===== src/rtl/pow2_check_arbiter.sv =====
// pow2_check_arbiter: a round-robin arbiter in front of one shared
// power-of-two detector. Each granted byte is classified in the CHECK
// state. The result is then held in RESULT until the consumer accepts it.
module pow2_check_arbiter #(
    parameter int          N_REQ       = 4,
    parameter int          W           = 8,
    parameter int          IDW         = $clog2(N_REQ),
    parameter int          LW          = $clog2(W),
    // Value loaded into the result counter on reset. It is zero in normal
    // use; a non-zero value lets the saturation point be reached quickly.
    parameter logic [15:0] CNT_RST_VAL = 16'h0000
) (
    input  logic               i_clk,
    input  logic               i_rst_n,
    input  logic [N_REQ-1:0]   i_req_valid,
    input  logic [N_REQ*W-1:0] i_req_data,
    output logic [N_REQ-1:0]   o_req_ready,
    output logic               o_out_valid,
    input  logic               i_out_ready,
    output logic [IDW-1:0]     o_out_id,
    output logic [W-1:0]       o_out_data,
    output logic               o_out_pow2,
    output logic [LW-1:0]      o_out_log2,
    output logic [15:0]        o_pow2_count,
    output logic               o_busy
);

    typedef enum logic [1:0] {
        S_IDLE   = 2'd0,
        S_CHECK  = 2'd1,
        S_RESULT = 2'd2
    } state_t;

    state_t             r_state;
    logic [IDW-1:0]     r_ptr;
    logic [W-1:0]       r_cap_data;
    logic [IDW-1:0]     r_cap_id;
    logic               r_out_valid;
    logic [IDW-1:0]     r_out_id;
    logic [W-1:0]       r_out_data;
    logic               r_out_pow2;
    logic [LW-1:0]      r_out_log2;
    logic [15:0]        r_pow2_count;

    logic [IDW-1:0]     w_grant;
    logic               w_grant_vld;
    logic [N_REQ-1:0]   w_req_ready;
    logic [W-1:0]       w_sel_data;

    // Exactly one bit set: non-zero and clearing the lowest set bit leaves zero.
    function automatic logic f_is_pow2(input logic [W-1:0] d);
        return (d != {W{1'b0}}) && ((d & (d - W'(1'b1))) == {W{1'b0}});
    endfunction

    // Index of the highest set bit. For a one-hot value this is its only bit.
    function automatic logic [LW-1:0] f_bit_index(input logic [W-1:0] d);
        logic [LW-1:0] v_idx;
        v_idx = {LW{1'b0}};
        for (int i = 0; i < W; i++) begin
            v_idx = d[i] ? LW'(i) : v_idx;
        end
        return v_idx;
    endfunction

    // Round-robin pick: first valid requester scanning from r_ptr upward with wrap.
    always_comb begin
        w_grant     = {IDW{1'b0}};
        w_grant_vld = 1'b0;
        for (int k = 0; k < N_REQ; k++) begin
            logic [IDW-1:0] v_idx;
            logic           v_hit;
            v_idx       = IDW'((int'(r_ptr) + k) % N_REQ);
            v_hit       = i_req_valid[v_idx] & ~w_grant_vld;
            w_grant     = v_hit ? v_idx : w_grant;
            w_grant_vld = w_grant_vld | v_hit;
        end
    end

    // Grant is offered only in IDLE and never while reset is asserted.
    always_comb begin
        w_req_ready = {N_REQ{1'b0}};
        if ((r_state == S_IDLE) && i_rst_n && w_grant_vld) begin
            w_req_ready[w_grant] = 1'b1;
        end else begin
            w_req_ready = {N_REQ{1'b0}};
        end
    end

    assign w_sel_data = i_req_data[w_grant*W +: W];

    // Main controller: capture on grant, classify once, then hold the result until it is accepted.
    always_ff @(posedge i_clk) begin
        if (!i_rst_n) begin
            r_state      <= S_IDLE;
            r_ptr        <= {IDW{1'b0}};
            r_cap_data   <= {W{1'b0}};
            r_cap_id     <= {IDW{1'b0}};
            r_out_valid  <= 1'b0;
            r_out_id     <= {IDW{1'b0}};
            r_out_data   <= {W{1'b0}};
            r_out_pow2   <= 1'b0;
            r_out_log2   <= {LW{1'b0}};
            r_pow2_count <= CNT_RST_VAL;
        end else begin
            case (r_state)
                S_IDLE: begin
                    if (w_grant_vld) begin
                        r_cap_data <= w_sel_data;
                        r_cap_id   <= w_grant;
                        // The requester just served drops to lowest priority.
                        r_ptr      <= (w_grant == IDW'(N_REQ - 1)) ? {IDW{1'b0}}
                                                                   : w_grant + IDW'(1'b1);
                        r_state    <= S_CHECK;
                    end
                end
                S_CHECK: begin
                    r_out_data  <= r_cap_data;
                    r_out_id    <= r_cap_id;
                    r_out_pow2  <= f_is_pow2(r_cap_data);
                    r_out_log2  <= f_is_pow2(r_cap_data) ? f_bit_index(r_cap_data)
                                                         : {LW{1'b0}};
                    r_out_valid <= 1'b1;
                    r_state     <= S_RESULT;
                end
                S_RESULT: begin
                    if (i_out_ready) begin
                        r_out_valid <= 1'b0;
                        r_state     <= S_IDLE;
                        if (r_out_pow2 && (r_pow2_count != 16'hFFFF)) begin
                            r_pow2_count <= r_pow2_count + 16'd1;
                        end
                    end
                end
                default: begin
                    r_state     <= S_IDLE;
                    r_out_valid <= 1'b0;
                end
            endcase
        end
    end

    assign o_req_ready  = w_req_ready;
    assign o_out_valid  = r_out_valid;
    assign o_out_id     = r_out_id;
    assign o_out_data   = r_out_data;
    assign o_out_pow2   = r_out_pow2;
    assign o_out_log2   = r_out_log2;
    assign o_pow2_count = r_pow2_count;
    assign o_busy       = (r_state != S_IDLE);

endmodule

===== config.mk =====
export PLATFORM = sky130hd
export DESIGN_NAME = pow2_check_arbiter
export DESIGN_NICKNAME = d
export VERILOG_FILES = /design/src/rtl/pow2_check_arbiter.sv
export SDC_FILE = /design/constraint.sdc
export NUM_CORES = 1
export LEC_CHECK = 0
export CAP_MARGIN = 30
export CORE_ASPECT_RATIO = 1.5
export CORE_MARGIN = 3
export CORE_UTILIZATION = 49
export DETAILED_ROUTE_END_ITERATION = 10
export MAX_ROUTING_LAYER = met4
export PLACE_DENSITY = 0.85
export SLEW_MARGIN = 10
export SYNTH_ARGS = -nofsm -noshare
export SYNTH_HDL_FRONTEND = slang
export SYNTH_SLANG_ARGS = --single-unit

===== constraint.sdc =====
create_clock -name i_clk -period 2.7 [get_ports i_clk]
set_input_delay 0.27 -clock i_clk [delete_from_list [all_inputs] [get_ports i_clk]]
set_output_delay 0.27 -clock i_clk [all_outputs]
set_load 0.03 [all_outputs]

; ---- After elaboration in Yosys (flattened, before gate mapping)
; Cells that the tools add are included.
[word_totals]
reg_bits = 45
word_cells = 82
[op_classes]
addsub = 6
magnitude_cmp = 6
eq_ne = 6
shifts = 1
muxes = 29
bitwise = 11
reduce_logical = 13
[ops]
columns = cell, n
row1 = indexed part select 32 x 6 -> 8 bit, 1
row2 = 2-to-1 mux 2 bit, 9
row3 = adder 16 x 1 -> 16 bit (second input constant), 1
row4 = inequality test 16 bit (second input constant), 1
row5 = less-than comparator 2 x 3 -> 1 bit (second input constant), 5
row6 = 2-to-1 mux 3 bit, 5
row7 = bitwise AND 8 bit, 1
row8 = binary-select mux 1 bit (select 2 bit), 4
row9 = logical NOT 8 bit, 1
row10 = nonzero test 8 bit, 1
row11 = subtractor 8 x 1 -> 8 bit (second input constant), 1
row12 = 2-to-1 mux 1 bit, 7
row13 = case mux 2 bit (3 select lines), 1
row14 = AND reduction 2 bit, 3
row15 = logical AND 1 bit, 5
row16 = adder 2 x 1 -> 2 bit (second input constant), 2
row17 = adder 2 bit (second input constant), 2
row18 = equality test 2 bit (second input constant), 2
row19 = 2-to-1 mux 4 bit, 1
row20 = inequality test 2 bit (second input constant), 2
row21 = inverter 1 bit, 4
row22 = bitwise AND 1 bit, 3
row23 = OR 1 bit, 3
row24 = case mux 1 bit (3 select lines), 1
row25 = 6 further kinds, 6

; ---- Longest topological paths before layout
; Gate-level depths: netlist of run 1.
[depth]
ltp_word = 16
ltp_mapped = 9

; ---- Least setup slack after synthesis of run 1
; No wires, ideal clock.
[synth_path]
kind = register to output
from = reg r_ptr[0]
to = out o_req_ready[3]
arrival_time_ns = 1.713
required_time_ns = 2.430
path_slack_ns = 0.717
stages_incl_launch_ff = 9
path_buffers = 2
cell_sequence = dfxtp_1 -> or2b_1 -> a21o_1 -> or3b_1 -> buf_6 -> buf_12 -> inv_1 -> ha_1 -> and3_1
[synth_between]
elab_chain_len = 16
elab_cells_between_ends = 31
cone_classes = add/sub (3) / order compare (2) / mux (15) / bitwise (9) / reduce/logical (2)
[synth_rtl]
columns = item, line_no
row1 = "start, declared", 35  ; logic [IDW-1:0] r_ptr;
row2 = "start signal, assigned", 95  ; r_ptr <= {IDW{1'b0}};
row3 = "start signal, assigned", 111  ; r_ptr <= (w_grant == IDW'(N_REQ - 1)) ? {IDW{1'b0}}
row4 = adder 2 x 1 -> 2 bit / binary-select mux 1 bit (select 2 bit) (equally long branches), "72, 73"
row5 = binary-select mux 1 bit (select 2 bit) / 2-to-1 mux 1 bit (equally long branches), 73  ; v_hit = i_req_valid[v_idx] & ~w_grant_vld;
row6 = 2-to-1 mux 1 bit (implied by the code) / inverter 1 bit (equally long branches), 73
row7 = bitwise AND 1 bit, 73
row8 = OR 1 bit, 75  ; w_grant_vld = w_grant_vld | v_hit;
row9 = inverter 1 bit, 73
row10 = bitwise AND 1 bit, 73
row11 = OR 1 bit, 75
row12 = inverter 1 bit, 73
row13 = bitwise AND 1 bit, 73
row14 = 2-to-1 mux 2 bit *, 74  ; w_grant = v_hit ? v_idx : w_grant;
row15 = named net w_grant[0], 45  ; logic [IDW-1:0] w_grant;
row16 = less-than comparator 2 x 3 -> 1 bit (implied by the code) / >= comparator 2 x 1 -> 1 bit (equally long branches), 83  ; w_req_ready[w_grant] = 1'b1;
row17 = logical AND 1 bit (implied by the code), 83
row18 = 2-to-1 mux 1 bit (implied by the code), 83
row19 = demux 1 bit (select 2 bit) *, 83
row20 = 2-to-1 mux 4 bit *, 82  ; if ((r_state == S_IDLE) && i_rst_n && w_grant_vld) begin
row21 = "end, declared", 17  ; output logic [N_REQ-1:0] o_req_ready,
; Mark *: on every way through the listed nets, which the timed path passes. The rest lies on a longest branch. The select of a mux whose other input is x is not followed.

; ---- Final worst setup path of run 1
[layout_path]
from = in i_req_valid[0]
to = out o_req_ready[2]
[layout_between]
elab_chain_len = 16
elab_cells_between_ends = 28
cone_classes = order compare (2) / mux (15) / bitwise (9) / reduce/logical (2)
[layout_rtl]
columns = item, line_no
row1 = "start, declared", 15  ; input logic [N_REQ-1:0] i_req_valid,
row2 = binary-select mux 1 bit (select 2 bit), 73
row3 = 2-to-1 mux 1 bit (implied by the code), 73
row4 = inverter 1 bit, 73
row5 = bitwise AND 1 bit, 73
row6 = OR 1 bit, 75
row7 = inverter 1 bit, 73
row8 = bitwise AND 1 bit, 73
row9 = OR 1 bit, 75
row10 = inverter 1 bit, 73
row11 = bitwise AND 1 bit, 73
row12 = 2-to-1 mux 2 bit, 74
row13 = less-than comparator 2 x 3 -> 1 bit (implied by the code) / >= comparator 2 x 1 -> 1 bit (equally long branches), 83
row14 = logical AND 1 bit (implied by the code), 83
row15 = 2-to-1 mux 1 bit (implied by the code), 83
row16 = demux 1 bit (select 2 bit), 83
row17 = 2-to-1 mux 4 bit *, 82
; Every way passes the cells marked *; elsewhere a longest branch is shown, timed or not. The select of a mux whose other input is x is not followed.

==> results of run 1 <==
[area by class of cell]
| cell class | count | area share [%] |
|---|---|---|
| Multi-Input combinational cell | 206 | 41.28 |
| Sequential cell | 45 | 28.66 |
| Timing Repair Buffer | 81 | 25.00 |
| Clock buffer | 6 | 2.309 |
| Tap cell | 46 | 1.831 |
| Inverter | 5 | 0.5971 |
| Clock inverter | 2 | 0.3185 |
[critical path, cell delays in order]
cell and delay (ns):
clkdlybuf4s50_1 0.46, or2b_1 0.20, a21o_1 0.12, or3b_1 0.37, buf_4 0.24, ha_1 0.21
and3_1 0.17, buf_4 0.17
[routing by layer]
metal / vias to the layer above / share of wire [%] / track usage (%)
li1: 1112 / - / -
met1: 997 / 39 / 22.08
met2: 82 / 53 / 38.99
met3: 15 / 6.1 / 5.293
met4: 0 / 2.7 / 11.00
met5: - / 0 / -
[how the worst max path moves through the flow]
| stage | slack, ns | end | startpoint | depth (start not counted) |
|---|---|---|---|---|
| final | 0.21 | o_req_ready[2] | i_req_valid[0] | 8 |
| after global placement | 0.02 | o_req_ready[3] | i_req_valid[0] | 8 |
| after detailed placement | -0.04 | o_req_ready[3] | i_req_valid[0] | 8 |
| after CTS | 0.20 | o_req_ready[2] | i_req_valid[0] | 8 |
| after floorplan | 0.72 | o_req_ready[3] | r_ptr[0] | 8 |
| after global routing | 0.1 | o_req_ready[2] | i_req_valid[0] | 8 |
[synth_stat cells, types with 3 or more instances]
cell / number
dfxtp_1: 45
nand2_1: 36
a21oi_1: 21
nor2_1: 20
mux2i_1: 18
nand3_1: 16
xor2_1: 11
clkbuf_1: 10
o21ai_0: 10
and3_1: 9
o221ai_1: 8
nand4_1: 6
ha_1: 5
inv_1: 5
o211ai_1: 5
nand2b_1: 4
nor2b_1: 4
o21a_1: 3
[state kept, by name (all words and copies together), names as in the netlist]
name and count:
r_cap_id 2, o_out_valid 1, r_state 2, o_out_data 8, r_ptr 2, o_out_id 2, r_cap_data 8, o_out_pow2 1
o_out_log2 3, o_pow2_count 16
[power groups by stage]
stage | Combinational, mW | Sequential [mW] | Clock [mW]
floorplan | 0.303 | 0.818 | 0
finish | 0.481 | 0.787 | 0.397
global placement | 0.478 | 0.797 | 0
detailed placement | 0.486 | 0.802 | 0
CTS | 0.487 | 0.786 | 0.410
global route | 0.530 | 0.796 | 0.443
[cells by family after synthesis]
family	count (synthesis)	synth area share [%]
flip-flops	45	39.41
AND/OR/NAND/NOR	111	24.30
buffers and inverters	17	3.832
multiplexers	18	7.882
XOR/XNOR	12	4.598
adder cells (fa/ha/maj)	6	3.175
AO/OA/AOI/OAI	59	16.80
[timing repair]
| item | 4_1_cts | 5_1_grt |
|---|---|---|
| resized for setup | 2 | 0 |
| setup endpoints to repair | 2 | 0 |
| hold endpoints to repair | 0 | 0 |
==> reports/results.ini, run 1 <==
[pwr]
finalPower_mw=1.665
switching_power_mw=0.5252
p_leak_nw=1.276
pwr-share-comb_pct=28.9
switching_share_pct=31.54
power.density_nw_per_um2=529.8
p_int_mw=1.140
ir_drop_v=0.0004308
p_seq_share_pct=47.3
clkPwrFrac_pct=23.8

[logic_synthesis]
synth_edf_count=0
yosys.area.top_type=dfxtp_1
avgSynthCellArea_sq_um=8.530
synth_nets=312
synth_cell_types=44
synthCells=268
ys_seq_elements=45
synth_seq_area_share_pct=39.41
async_flop_share_pct=0
synth_top_area_share_pct=39.41
syn_area_sq_um=2286
synthTopCellsByArea=dfxtp_1, mux2i_1, nand2_1
synth_warnings=0
synthFlopType=dfxtp_1

[global_route]
grt_overflow=0
grt_pass1_wl_um=9066
grt_start_max_net_pins=31
grt_pass1_vias=2167
grt_antenna_before_repair=0
groute.usage.overall_pct=22.16

[sta]
max_freq_mhz=401.1
finalSetupViolCount=0
rsz0062_at_grt=false
fin_hold_ws_ns=0.4584
fin_ws_ns=0.2067
fin_crit_ns=2.493
slew-limit-headroom_pct=49.94
finalHoldViolations=0
fin_crit_sh_pct=92.34
fin_worst_skew_ns=0.007090
worstMarginPinSlew_ns=0.7493
drv_slew=0
finalSetupTns_ns=0

[flow_run]
drv_cap=0

[critical_path]
r2r-start=o_pow2_count[0]
timing.rr.end=o_pow2_count[14]
reg2reg_setup_slack_ns=0.88
crit_required_ns=2.43
cp-start-kind=input pin
cp.arrival_ns=2.22
crit_path_max_fanout=18
reg2regPathDepth=6
cp-end-kind=output pin
path_class=in -> out

[route]
firstDrtPassIters=4
drc_errors=0
ant_nets=0
vias=2206
wire_per_inst_um=14.18
viasPerCell=5.642
routed_wl_um=5544
drt_iter0_drc=171

[clock_tree]
cts-root-buf=clkbuf_8
cts.sinks=45
clkTransAtPathRegs_ns=0.08
clk_latency_ns=0.30
cts-htree-levels=2
clockBufferDepth=2
numCtsBuffers=5
tritoncts=yes
post_cts.repair.setup_buffers=0
hold_buffers=0

[floorplan]
start_util_pct=52.50
core.rowCount=29
top_level_ports=75
die_h_um=89.65
die_w_um=61.77
coreArea_sq_um=4354
fp.dieArea_sq_um=5538

[placed_design]
dp_worst_setup_slack_ns=-0.03672
routabilityCongestion=0.9242
dp_hpwl_um=4314
io_buffers=74
dpl.cell_count=383
placed_area_sq_um=3063

[finish]
final_cells=391
drive_gt1_share_pct=5.217
syn_to_final_growth_pct=37.49
nets=388
seqCellArea_sq_um=900.9
layout_commonest_cell=clkdlybuf4s50_1
multi_input_area_sq_um=1297
utilization_pct=72.18
final_cell_mix=clkdlybuf4s50_1, dfxtp_1, nand2_1
fillers=368
insertedDiodeCount=0
final_cell_area_sq_um=3143

[min_path]
holdCritPathClass=reg -> reg
worst_hold_path.endpoint=o_out_data[2]
worstHoldStart=o_out_data[2]
min_path_cells=2

[status]
status=finished clean

Note: power is estimated with default switching activity, not from simulation.
==> run 2: changes to the inputs <==
==> constraint.sdc (replaced) <==
create_clock -name i_clk -period 2.7 [get_ports i_clk]
set_input_delay 0.54 -clock i_clk [delete_from_list [all_inputs] [get_ports i_clk]]
set_output_delay 0.54 -clock i_clk [all_outputs]
set_load 0.03 [all_outputs]
==> reports/results.ini, run 2 (synthesis gave the netlist of run 1 again) <==
[placed_design]
io_buffers=74  ; unchanged
dp_hpwl_um=4124  ; -4.4%
routabilityCongestion=0.9398  ; +1.7%

[finish]
seqCellArea_sq_um=900.9  ; unchanged
layout_commonest_cell=clkdlybuf4s50_1
final_cell_mix=clkdlybuf4s50_1, dfxtp_1, nand2_1
insertedDiodeCount=0  ; unchanged
fillers=373  ; +1.4%
drive_gt1_share_pct=6.377  ; +1.2 points
multi_input_area_sq_um=1300  ; +0.19%
utilization_pct=72.59  ; +0.40 points
syn_to_final_growth_pct=38.26
largest_reg_flops=16  ; unchanged
nets=388  ; unchanged

[critical_path]
crit_path_max_fanout=4  ; -14
crit_required_ns=2.16  ; -0.27 ns
cp-end-kind=output pin
cp.arrival_ns=2.05  ; -0.17 ns
path_class=in -> out
cp-start-kind=input pin

[global_route]
grt_antenna_before_repair=0  ; unchanged
grt_pass1_vias=2137  ; -1.4%
grt_pass1_wl_um=9121  ; +0.61%
grt_start_max_net_pins=31  ; unchanged
groute.usage.overall_pct=22.00  ; -0.16 points
grt_overflow=0  ; unchanged

[route]
ant_nets=0  ; unchanged
vias=2237  ; +1.4%
drc_errors=0  ; unchanged
viasPerCell=5.721  ; +1.4%
wire_per_inst_um=14.06  ; -0.87%
firstDrtPassIters=4  ; unchanged
drt_iter0_drc=165  ; -3.5%
routed_wl_um=5496  ; -0.87%

[pwr]
switching_power_mw=0.5268  ; +0.31%
clkPwrFrac_pct=25.8  ; +2.0 points
pwr-share-comb_pct=28.5  ; -0.4 points
ir_drop_v=0.0004312  ; +0.11%
p_int_mw=1.194  ; +4.7%
switching_share_pct=30.62  ; -0.92 points
power.density_nw_per_um2=544.4  ; +2.8%
p_leak_nw=1.286  ; +0.81%
p_seq_share_pct=45.7  ; -1.6 points

[status]
status=finished clean

[sta]
finalSetupViolCount=0  ; unchanged
fin_worst_skew_ns=0.006102  ; -0.0009883 ns
slew-limit-headroom_pct=49.51  ; -0.43 points
fin_crit_sh_pct=95.78  ; +3.4 points
worstMarginPinSlew_ns=0.7558  ; +0.006496 ns
rsz0062_at_grt=false
fin_crit_ns=2.586  ; +0.09266 ns
max_freq_mhz=386.7  ; -3.6%
finalSetupTns_ns=0  ; unchanged
finalHoldViolations=0  ; unchanged
drv_slew=0  ; unchanged

[clock_tree]
clk_latency_ns=0.29  ; about the same
cts-root-buf=clkbuf_8
cts.sinks=45  ; unchanged
clockBufferDepth=2  ; unchanged
tritoncts=yes
cts-htree-levels=2  ; unchanged
numCtsBuffers=5  ; unchanged
clkTransAtPathRegs_ns=0.08  ; about the same

[floorplan]
core.rowCount=29  ; unchanged
die_h_um=89.65  ; unchanged
fp.dieArea_sq_um=5538  ; unchanged
coreArea_sq_um=4354  ; unchanged
top_level_ports=75  ; unchanged
die_w_um=61.77  ; unchanged
start_util_pct=52.50  ; unchanged

[flow_run]
drv_cap=0  ; unchanged

[min_path]
holdCritPathClass=reg -> reg

run 2: path summary, 6_finish.rpt:
kind / endpoint / slack [ns] / depth (start not counted) / from
worst max register to register: r_cap_data[2] / 0.87 / 6 / r_ptr[0]
worst max-delay path: o_req_ready[3] / 0.11 / 8 / i_req_valid[0]
worst min-delay path: o_out_id[0] / 0.46 / 2 / r_cap_id[0]
worst min register to register: o_out_id[0] / 0.46 / 2 / r_cap_id[0]
run 2: layout make-up:
cell class	instances	area share [%]
multi-input cells	206	41.13
flip-flops and latches	45	28.50
repair buffers	81	24.74
clock buffers	7	3.048
well taps	46	1.821
inverters	5	0.5938
clock inverters	1	0.1584
run 2: what timing repair did:
| item | CTS | global route |
|---|---|---|
| hold buffers | 0 | 0 |
| endpoints found under the setup margin | 4 | 0 |
| buffers inserted | 0 | 0 |
| resized for setup | 6 | 0 |
run 2: worst max-delay path, cell delays in order:
cell	delay [ns]
dlygate4sd2_1	0.26
or2b_1	0.18
a21o_1	0.12
or3b_4	0.40
inv_1	0.09
ha_1	0.14
and3_1	0.17
buf_6	0.14
run 2: power by group through the flow:
stage               sequential (mW)  clock [mW]  combinational, mW
finish                        0.787       0.443              0.491
global route                  0.797       0.484              0.542
CTS                           0.784       0.452              0.493
detailed placement            0.800           0              0.484
global placement              0.797           0              0.476
floorplan                     0.818           0              0.303
run 2: metal layers:
layer | up-vias | track usage [%] | routed length (um) | share of wire (%)
li1 | 1116 | - | - | -
met1 | 1033 | 23.03 | 2130 | 39
met2 | 75 | 38.13 | 2919 | 53
met3 | 13 | 5.150 | 283 | 5.1
met4 | 0 | 9.846 | 161 | 2.9
met5 | - | - | 0 | 0
run 2: per-stage QoR:
step / cells / worst slack, ns / power (mW) / hold WS, ns / instance area, sq um
2_1_floorplan: 268 / 0.2081 / 1.121 / 0.4321 / 2286
3_3_place_gp: 383 / -0.09759 / 1.273 / 0.4420 / 3058
3_5_place_dp: 383 / -0.1617 / 1.284 / 0.4468 / 3058
4_1_cts: 391 / 0.1092 / 1.730 / 0.4582 / 3161
5_1_grt: 391 / 0.004276 / 1.822 / 0.4880 / 3161
6_report: 391 / 0.1141 / 1.721 / 0.4581 / 3161
